### config.mk
export PLATFORM = sky130hd
export DESIGN_NAME = apb_completer_regs
export DESIGN_NICKNAME = d
export VERILOG_FILES = /design/src/rtl/apb_completer_regs.sv
export SDC_FILE = /design/constraint.sdc
export NUM_CORES = 1
export LEC_CHECK = 0
export CAP_MARGIN = 30
export CORE_UTILIZATION = 28
export DETAILED_ROUTE_END_ITERATION = 6
export PLACE_DENSITY = 0.49
export SLEW_MARGIN = 10
export SYNTH_ARGS = -nofsm -noshare
export SYNTH_HDL_FRONTEND = slang
export SYNTH_SLANG_ARGS = --single-unit
### constraint.sdc
create_clock -name pclk -period 6 [get_ports pclk]
set_clock_uncertainty 0.15 [all_clocks]
set_input_delay 0.9 -clock pclk [delete_from_list [all_inputs] [get_ports pclk]]
set_output_delay 0.9 -clock pclk [all_outputs]
set_load 0.01 [all_outputs]
### src/rtl/apb_completer_regs.sv
// rtl/apb_completer_regs.sv - APB completer with programmable wait states and a word-addressed register file
module apb_completer_regs #(
   parameter int          NUM_REGS    = 8,
   parameter int          WAIT_CYCLES = 2,
   parameter logic [31:0] ID_VALUE    = 32'hA5B0_0001
) (
   input  logic        pclk,
   input  logic        presetn,
   input  logic        psel,
   input  logic        penable,
   input  logic        pwrite,
   input  logic [31:0] paddr,
   input  logic [31:0] pwdata,
   input  logic [3:0]  pstrb,
   output logic        pready,
   output logic [31:0] prdata,
   output logic        pslverr
);

   localparam int IW = $clog2(NUM_REGS);

   typedef enum logic {IDLE, ACCESS} state_t;

   state_t         state, state_nxt;
   logic [3:0]     cnt, cnt_nxt;
   logic           setup, complete;

   logic [IW-1:0]  cap_idx;
   logic           cap_write;
   logic           cap_err;
   logic [31:0]    cap_wdata;
   logic [3:0]     cap_strb;

   logic [31:0]    regs [NUM_REGS];
   logic [29:0]    idx;
   logic           req_err;
   logic [31:0]    rd_word;
   logic           unused_addr_lsbs;

   assign idx              = paddr[31:2];
   assign unused_addr_lsbs = ^paddr[1:0];
   assign req_err          = ({2'b00, idx} >= 32'(NUM_REGS)) || (pwrite && (idx == '0));

   always_comb begin
      state_nxt = state;
      cnt_nxt   = cnt;
      setup     = 1'b0;
      complete  = 1'b0;
      case (state)
         IDLE: begin
            if (psel && !penable) begin
               setup     = 1'b1;
               cnt_nxt   = 4'(WAIT_CYCLES);
               state_nxt = ACCESS;
            end
         end
         ACCESS: begin
            if (!psel) begin
               state_nxt = IDLE;
            end else if (cnt != '0) begin
               cnt_nxt = cnt - 4'd1;
            end else if (penable) begin
               complete  = 1'b1;
               state_nxt = IDLE;
            end
         end
         default: state_nxt = IDLE;
      endcase
   end

   always_ff @(posedge pclk or negedge presetn) begin
      if (!presetn) begin
         state <= IDLE;
         cnt   <= '0;
      end else begin
         state <= state_nxt;
         cnt   <= cnt_nxt;
      end
   end

   // Everything the transfer needs is frozen at SETUP; the bus may change during ACCESS.
   always_ff @(posedge pclk or negedge presetn) begin
      if (!presetn) begin
         cap_idx   <= '0;
         cap_write <= 1'b0;
         cap_err   <= 1'b0;
         cap_wdata <= '0;
         cap_strb  <= '0;
      end else if (setup) begin
         cap_idx   <= idx[IW-1:0];
         cap_write <= pwrite;
         cap_err   <= req_err;
         cap_wdata <= pwdata;
         cap_strb  <= pstrb;
      end
   end

   always_ff @(posedge pclk or negedge presetn) begin
      if (!presetn) begin
         for (int i = 0; i < NUM_REGS; i++) begin
            regs[i] <= '0;
         end
      end else if (complete && cap_write && !cap_err) begin
         for (int b = 0; b < 4; b++) begin
            if (cap_strb[b]) begin
               regs[cap_idx][8*b +: 8] <= cap_wdata[8*b +: 8];
            end
         end
      end
   end

   // Entry 0 of regs is never written; the ID constant stands in for it.
   assign rd_word = (cap_idx == '0) ? ID_VALUE : regs[cap_idx];
   assign pready  = (state == ACCESS) && psel && penable && (cnt == '0);
   assign pslverr = pready && cap_err;
   assign prdata  = (pready && !cap_write && !cap_err) ? rd_word : '0;

endmodule

[Yosys cells after proc, flatten, opt, wreduce, memory -nomap -nowiden]
Cells that the tools add are included.
Word-level totals
  output and inout bits: 34
  register bits after elaboration: 302
Operators by class
  reduce and logical (&&, ||, !) cells: 20
  add/sub/neg operators: 1
  bitwise logic cells: 2
  multiplexer cells: 38
  eq/ne operators: 3
  magnitude comparators: 3
Operators by type and width (number)
  $mux W256: 7
  $bwmux W256: 4
  $demux W32 S3: 4
  $mux W32: 5
  $bmux W32 S3: 1
  $ge A30 B4 Y1 const B: 1
  $logic_not A30 Y1: 1
  $mux W24: 1
  $mux W16: 1
  $mux W4: 3
  $logic_and A1 B1 Y1: 11
  $mux W1: 9
  $mux W8: 1
  $pmux W4 S2: 1
  $ge A4 B4 Y1 const B: 1
  $logic_not A4 Y1: 1
  $lt A4 B1 Y1 const B: 1
  $ne A2 B2 Y1 const B: 2
  $not A3 Y4: 1
  $reduce_bool A4 Y1: 1
  $sub A4 B1 Y4 const B: 1
  $logic_not A1 Y1: 3
  $logic_not A3 Y1: 1
  $reduce_and A3 Y1: 1
  other kinds (4): 4

[Depth between registers and ports, before layout]
Gate-level depths: netlist of run 1.
  depth in word-level cells: 16
  mapped depth: 8

[Worst setup path after synthesis of run 1]
No wires, ideal clock.
  path kind: input-to-output
  from: input psel
  to: output prdata[17]
  path slack: 3024 ps
  buffers on the path: 1
  arrival: 1926 ps
  stages: 5
  cells stage by stage: nand3_1 -> nor2_1 -> nand2_1 -> clkbuf_1 -> a31oi_1
On the way
  cells in the longest elaborated chain, start to end: 6
Ends and longest elaborated chain
  start, declared: line 9  | input logic psel,
  $logic_and A1 B1 Y1 (3 in a row): line 114  | assign pready = (state == ACCESS) && psel && penable && (cnt == '0);
  via pready: line 15  | output logic pready,
  $logic_and A1 B1 Y1 (2 in a row): line 116  | assign prdata = (pready && !cap_write && !cap_err) ? rd_word : '0;
  $mux W32: line 116
  end, declared: line 16  | output logic [31:0] prdata,
The timed path passes the listed nets, and every way through them passes these cells.

[Worst setup path after layout of run 1]
  from: register cap_idx[2]
  to: output prdata[28]
On the way
  cells in the longest elaborated chain, start to end: 6
  elaborated cells between the ends (all ways): 7
Ends and longest elaborated chain
  start, declared: line 28  | logic [IW-1:0] cap_idx;
  start signal, assigned: line 90  | cap_idx <= idx[IW-1:0];
  $not A3 Y4 (implied by the code): line 113  | assign rd_word = (cap_idx == '0) ? ID_VALUE : regs[cap_idx];
  $bmux W32 S3: line 113
  $mux W32 (implied by the code) (2 in a row): line 113
  $mux W32 (*): line 113
  $mux W32 (*): line 116
Mark *: on every way between the ends. The rest lies on a longest branch, timed or not. The select of a mux whose other input is x is not followed.

==> metrics.md, run 1 <==
| Metric | Value |
|---|---|
| Critical path class | flip-flop to output port |
| Die ar. | 43900 um2 |
| Share of the synthesized area in the top cell type | between 50% and 60% |
| Data required, critical path | a little under 5 ns |
| Total CTS buffers | 30 |
| Global-route wire length before repair | ~50000 um |
| Sequential area share after synthesis | 56.0% |
| DIE HEIGHT | about 210 um |
| H-tree Lvls | 1 |
| Reg2Reg Depth | 6 |
| Max Buffers Root-to-Sink | 3 |
| Synth warn | 0 |
| DR iter-0 viols | ~260 |
| Setup slack, reg-to-reg | roughly 2.8 ns |
| Post-CTS setup buffer count | 0 |
| CTS clk-pin slew, worst paths | 0.06 ns |
| CTS Root Cell | clkbuf_16 |
| Antenna Nets Post-Route | 0 |
| Period minus WS final | 4.63 ns |
| Post-route cell area | around 15000 um2 |
| Unrepaired setup endpoints after global routing | false |
| Crit. Startpoint | cap_idx[2] |
| I/O Buffers | approximately 100 |
| Vias | slightly below 8k |
| Fmax | 216 MHz |
| Post-synth EDFFs | 0 |
| Cell Rows | 75 |
| Worst slew pin tran | approximately 0.76 ns |
| Tightest Hold Check Type | primary input to async pin |
| Final setup violation count | 0 |
| P&R area growth vs syn | 22.7% |
| Post-synthesis cell count | slightly below 900 |
| Post-CTS Resized | 0 |
| Initial antenna violation count | 0 |
| WP depth | 6 |
| CP max FO | 20 |
| DPL Wire Length | about 20000 um |
| Cell family with most CP delay | buffers and inverters |
| TritonRoute pass-1 iters | 4 |
| Synth Area per Inst | between 10 and 15 um2 |
| Setup TNS | 0 ns |
| Worst setup SP type | flip-flop |
| Clock sink total | between 200 and 300 |
| Detailed Route WL | approximately 32000 um |
| Netlist Area Pre-Place | between 10000 and 15000 um2 |
| Internal power | 3150 uW |
| Boundary pin count | ~110 |
| Rel. slew slack | about half |
| Core area | 42200 um2 |
| Final WS setup | around 1.4 ns |
| P_sw | 1210 uW |
| Status | finished clean |
| # diodes | 0 |
| Sw frac | roughly 28% |
| Placed Instance Area | ~14000 um2 |
| CP Data Arrival Time | roughly 3.6 ns |
| Clk network pwr share | around 40% |
| Number of remaining DRC errors | 0 |
| Max Cap Violations | 0 |
| Final Wtd Congestion | ~0.71 |
| FF-to-FF End | regs[120] |
| Initial Util | between 20% and 30% |
| Grt ovf | 0 |
| Critical-path cell list | clkinv_1 -> nor3_2 -> buf_4 -> a22oi_1 -> a31oi_1 -> clkdlybuf4s50_1 |
| Nets | roughly 1.1k |
| Via density | between 4 and 5 |
| Logic gate share of total power | roughly 11% |
| Maximum vdd ir drop | approximately 0.17 mV |
| Clock Latency Late Sink | roughly 0.56 ns |
| CTS tree | done |
| Count of unique library cells instantiated by Yosys | 41 |
| Critical path buffers and inverters | 3 |
| Pwr Total | ~4400 uW |
| Register bit count reported by yosys | 270 |
| Slowest-stage cell, CP | dfrtp_2 |
| Largest area contributor in the netlist | dfrtp_1 |
| Vias in the first global route | approximately 8.3k |
| Synth top cells by count | dfrtp_1, mux2_2, a22oi_1, nand2_1, mux2i_1 |
| End of the critical path | prdata[28] |
| Post-Synthesis Net Count | about 960 |
| CTS Hold Buffers Added | 0 |
| Reg2Reg Launch Point | cap_idx[2] |
| Seq pwr share | between 40% and 50% |
| Fraction of layout cells with a size suffix above 1 | 37.0% |
| Async set-or-reset flop fraction in the synthesized netlist | 100% |
| PwrDens | approximately 290 nW/um2 |
| P_leak | between 0.006 and 0.007 uW |
| Largest net degree at the start of global routing | roughly 130 |
| Max-slew violations | 0 |
| Most frequent cell after synthesis | dfrtp_1 |
| Synth Flop Type | dfrtp_1 |
| CP Capture Type | output port |
| Avg WL per Cell | 20.3 um |
| Place WS | 1.67 ns |
| Tcrit/Tclk final | 77.2% |
| Final Hold Vio Count | 0 |
| All-Layer GR Usage | around 15% |
| Die X | ~210 um |
| Top post-synthesis cells by area | dfrtp_1, mux2_2, a22oi_1 |
| Worst path max stage delay | roughly 0.7 ns |
## through the flow
stage	cells	utilization (%)	hold slack, ns
3_3_place_gp	1501	32.7	0.321
3_5_place_dp	1502	32.7	0.330
2_1_floorplan	881	-	0.302
4_1_cts	1557	35.0	0.170
5_1_grt	1558	35.1	0.177
6_report	1558	35.1	0.127
## per-layer routing
metal	wire length (um)	GRT usage [%]	share of wire [%]	vias up
met4	674	3.30	2.1	0
met3	1060	2.53	3.3	51
met5	0	0	0	-
li1	-	-	-	3523
met2	15300	25.1	48	104
met1	14700	19.9	46	4014
## worst reg2reg max path: cells and delay by family, from the launching register on
kind                   cells  cell delay [ns]
and+or+nand+nor            3             1.06
buffers and inverters      2             0.76
DFF                        1             0.68
muxes                      1             0.41
## cells by family (layout without fill, tap and decap cells)
kind of cell	Yosys count	after routing	synth area share [%]
buf+inv	47	185	1.54
compound gates	139	139	8.31
simple gates	122	122	6.16
fa+ha+maj	1	1	0.104
xor+xnor	1	1	0.0726
mux	301	301	27.8
flops	270	270	56.0
## sequential cells by signal (all words and copies together), names as in the netlist
signal     cells
cap_write      1
cap_err        1
regs         224
cap_strb       4
state          1
cap_idx        3
cnt            4
cap_wdata     32
## power by group through the flow
stage          registers, uW  clock network [uW]  logic (uW)
3_5_place_dp            2120                   0         492
3_3_place_gp            2110                   0         484
4_1_cts                 2080                1850         493
2_1_floorplan           2020                   0         299
5_1_grt                 2100                1920         528
6_report                2080                1790         487
## how the worst min path moves through the flow
stage,end,slack (ns),cells after the start
finish,cap_wdata[24],0.13,1
global route,cap_wdata[24],0.18,1
CTS,cap_wdata[24],0.17,1
detailed placement,regs[37],0.33,1
global placement,regs[37],0.32,1
floorplan,cnt[0],0.30,1
## placed cells by master, fill, tap and decap left out, types with 2 or more instances in the layout
cell type	Yosys	final
dfrtp_1	270	267
mux2_2	266	266
clkdlybuf4s50_1	0	103
a22oi_1	55	55
nand2_1	39	39
mux2i_1	33	33
clkbuf_16	0	31
o2bb2ai_1	30	30
a31oi_1	25	25
nor2_2	20	20
buf_4	0	18
nor2_1	12	11
o21ai_0	11	11
clkbuf_1	28	10
a21oi_1	9	9
nor4_1	7	7
nand3_1	6	6
nand3_2	6	6
clkinv_2	0	6
a21o_1	5	5
clkbuf_8	0	5
inv_1	4	4
nor2b_1	5	4
nand4_2	4	4
and3_1	3	3
nand2b_1	3	3
nor3_1	4	3
dfrtp_2	0	3
and2_0	2	2
a221oi_1	2	2
nor4_4	2	2
nand4_4	2	2
or3_1	2	2
nand4_1	2	2
buf_16	0	2
## layout make-up
type,count,area (um2)
Sequential cell,270,6760
Tap cell,539,674
Multi-Input combinational cell,564,5140
Timing Repair Buffer,125,1260
Clock buffer,46,882
Clock inverter,9,76.3
Inverter,5,18.8
Fill cell,4159,27400
Power figures use the tool's default switching activity.
==> run 2, diff against run 1 <==
==> constraint.sdc (replaced) <==
create_clock -name pclk -period 4.8 [get_ports pclk]
set_clock_uncertainty 0.15 [all_clocks]
set_input_delay 0.72 -clock pclk [delete_from_list [all_inputs] [get_ports pclk]]
set_output_delay 0.72 -clock pclk [all_outputs]
set_load 0.01 [all_outputs]
==> run 2 against run 1 <==
  * Non-clock buffer count is 2 higher
  * Critical path type unchanged
  * Largest power group unchanged
  * Die area stayed put
  * Critical endpoint is now prdata[0]
  * Power is 27% higher
  * Sequential power is 25% higher
  * Sequential cell count stayed put
  * Via count is 1.1% lower
==> metrics.md, run 2 (same netlist as run 1, synthesis figures left out) <==
| Metric | Value |
|---|---|
| Critical path class | flip-flop to output port |
| Data required, critical path | slightly below 4 ns |
| DPL Wire Length | 20500 um |
| Top flop regs | regs (224), cap_wdata (32) |
| Critical path buffers and inverters | 2 |
| Pwr Total | between 5000 and 6000 uW |
| CTS tree | done |
| Tightest Hold Check Type | flip-flop to flip-flop |
| Worst path max stage delay | about 0.79 ns |
| Slowest-stage cell, CP | dfrtp_2 |
| Worst setup SP type | flip-flop |
| Cell family with most CP delay | buffers and inverters |
| P_leak | between 0.006 and 0.007 uW |
| Initial Util | roughly 29% |
| Final Hold Vio Count | 0 |
| Initial antenna violation count | 0 |
| # diodes | 0 |
| CP max FO | 30 |
| DIE HEIGHT | between 200 and 250 um |
| Critical-path cell list | buf_4 -> mux2i_1 -> o2bb2ai_1 -> a22oi_1 -> a21oi_1 -> clkdlybuf4s50_1 |
| Total CTS buffers | 31 |
| PwrDens | approximately 370 nW/um2 |
| CTS Root Cell | clkbuf_16 |
| Status | finished clean |
| Largest register by flop count | regs |
| Global-route wire length before repair | between 40000 and 50000 um |
| Most frequent cells in the layout | dfrtp_1, mux2_2, clkdlybuf4s50_1, a22oi_1, nand2_1 |
| Core area | around 42000 um2 |
| Clock sink total | 270 |
| Period minus WS final | between 4 and 5 ns |
| Largest net degree at the start of global routing | roughly 110 |
| Clock Latency Late Sink | between 0.5 and 0.6 ns |
| Boundary pin count | between 100 and 150 |
| CP Data Arrival Time | about 3.3 ns |
| Post-CTS Resized | 0 |
| Number of flip-flops in the largest register | 224 |
| Detailed Route WL | 31500 um |
| Via density | about 4.9 |
| P&R area growth vs syn | 23.0% |
| Max Cap Violations | 0 |
| CTS clk-pin slew, worst paths | 0.06 ns |
| CP Capture Type | output port |
| Antenna Nets Post-Route | 0 |
| Avg WL per Cell | just over 20 um |
| Tcrit/Tclk final | between 80 and 90% |
| Fraction of layout cells with a size suffix above 1 | a little under two fifths |
| Commonest non-fill, non-tap cell in the layout | dfrtp_1 |
| Final Wtd Congestion | 0.713 |
| Grt ovf | 0 |
| Die X | 210 um |
| Vias | ~7.6k |
| Setup TNS | 0 ns |
| I/O Buffers | approximately 100 |
| TritonRoute pass-1 iters | 4 |
| Fmax | 241 MHz |
| Unrepaired setup endpoints after global routing | false |
| Cell Rows | 75 |
| All-Layer GR Usage | 14.5% |
| Number of remaining DRC errors | 0 |
| DR iter-0 viols | 333 |
| Die ar. | 43900 um2 |
| Vias in the first global route | about 8k |
| Maximum vdd ir drop | ~0.24 mV |
| Worst slew pin tran | 0.767 ns |
| Rel. slew slack | 48.7% |
| Max Buffers Root-to-Sink | 3 |
| Nets | around 1.1k |
| Max-slew violations | 0 |
| H-tree Lvls | 1 |
| Final setup violation count | 0 |
-- run 2: path summary, 6_finish.rpt --
| path | depth (start not counted) | to | start | slack [ns] |
|---|---|---|---|---|
| setup / recovery | 6 | prdata[0] | cap_idx[1] | 0.66 |
| min in group asynchronous | 2 | cap_wdata[29] | presetn | 0.53 |
| hold / removal | 1 | regs[37] | regs[37] | 0.35 |
| max in group asynchronous | 3 | regs[166] | presetn | 2.89 |
| setup reg to reg | 5 | regs[112] | cap_idx[1] | 1.88 |
| hold reg to reg | 1 | regs[37] | regs[37] | 0.35 |
-- run 2: power by group --
group | internal (uW) | total [uW] | switching, uW
sequential | 2370 | 2610 | 231
clock | 1390 | 2320 | 931
combinational | 252 | 607 | 355
total | 4010 | 5530 | 1520
-- run 2: timing repair --
action | CTS | global route
hold buffers | 1 | 0
endpoints found under the hold margin | 52 | 0
setup buffers | 0 | 0
-- run 2: per-stage QoR --
stage	area (um2)	utilization, %	setup WS, ns	hold WS [ns]	instances
floorplan	12100	-	2.09	0.274	881
global placement	13800	32.8	0.942	0.319	1504
detailed placement	13800	32.8	0.950	0.334	1504
CTS	14800	35.2	0.566	0.348	1558
global route	14800	35.2	0.437	0.362	1558
finish	14800	35.2	0.656	0.346	1558
-- run 2: area by class of cell --
| class | count | area, um2 |
|---|---|---|
| Timing Repair Buffer | 127 | 1260 |
| Fill cell | 4155 | 27400 |
| Multi-Input combinational cell | 564 | 5140 |
| Clock inverter | 9 | 98.8 |
| Inverter | 5 | 18.8 |
| Clock buffer | 44 | 895 |
| Sequential cell | 270 | 6760 |
| Tap cell | 539 | 674 |
-- run 2: per-layer routing --
| metal | vias up | share of wire [%] | GRT usage, % |
|---|---|---|---|
| li1 | 3531 | - | - |
| met1 | 3943 | 46 | 19.8 |
| met2 | 103 | 49 | 24.6 |
| met3 | 33 | 3.5 | 2.09 |
| met4 | 0 | 1.4 | 2.52 |
| met5 | - | 0 | 0 |
-- run 2: worst register-to-register path, cell delays in order (launching register included) --
cell and delay (ns):
dfrtp_2 0.65, nor2b_2 0.55, buf_12 0.26, nand2_1 0.20, nor2_2 0.58, mux2_2 0.42
==> run 3, diff against run 2 <==
--- a/config.mk
+++ b/config.mk
@@ -9,7 +9,7 @@
 export CORE_UTILIZATION = 28
 export DETAILED_ROUTE_END_ITERATION = 6
 export PLACE_DENSITY = 0.49
-export SLEW_MARGIN = 10
+export SLEW_MARGIN = 25
 export SYNTH_ARGS = -nofsm -noshare
 export SYNTH_HDL_FRONTEND = slang
 export SYNTH_SLANG_ARGS = --single-unit
==> results of run 3 <==
Same layout as run 2: the final DEF is identical, and so are final timing and power.
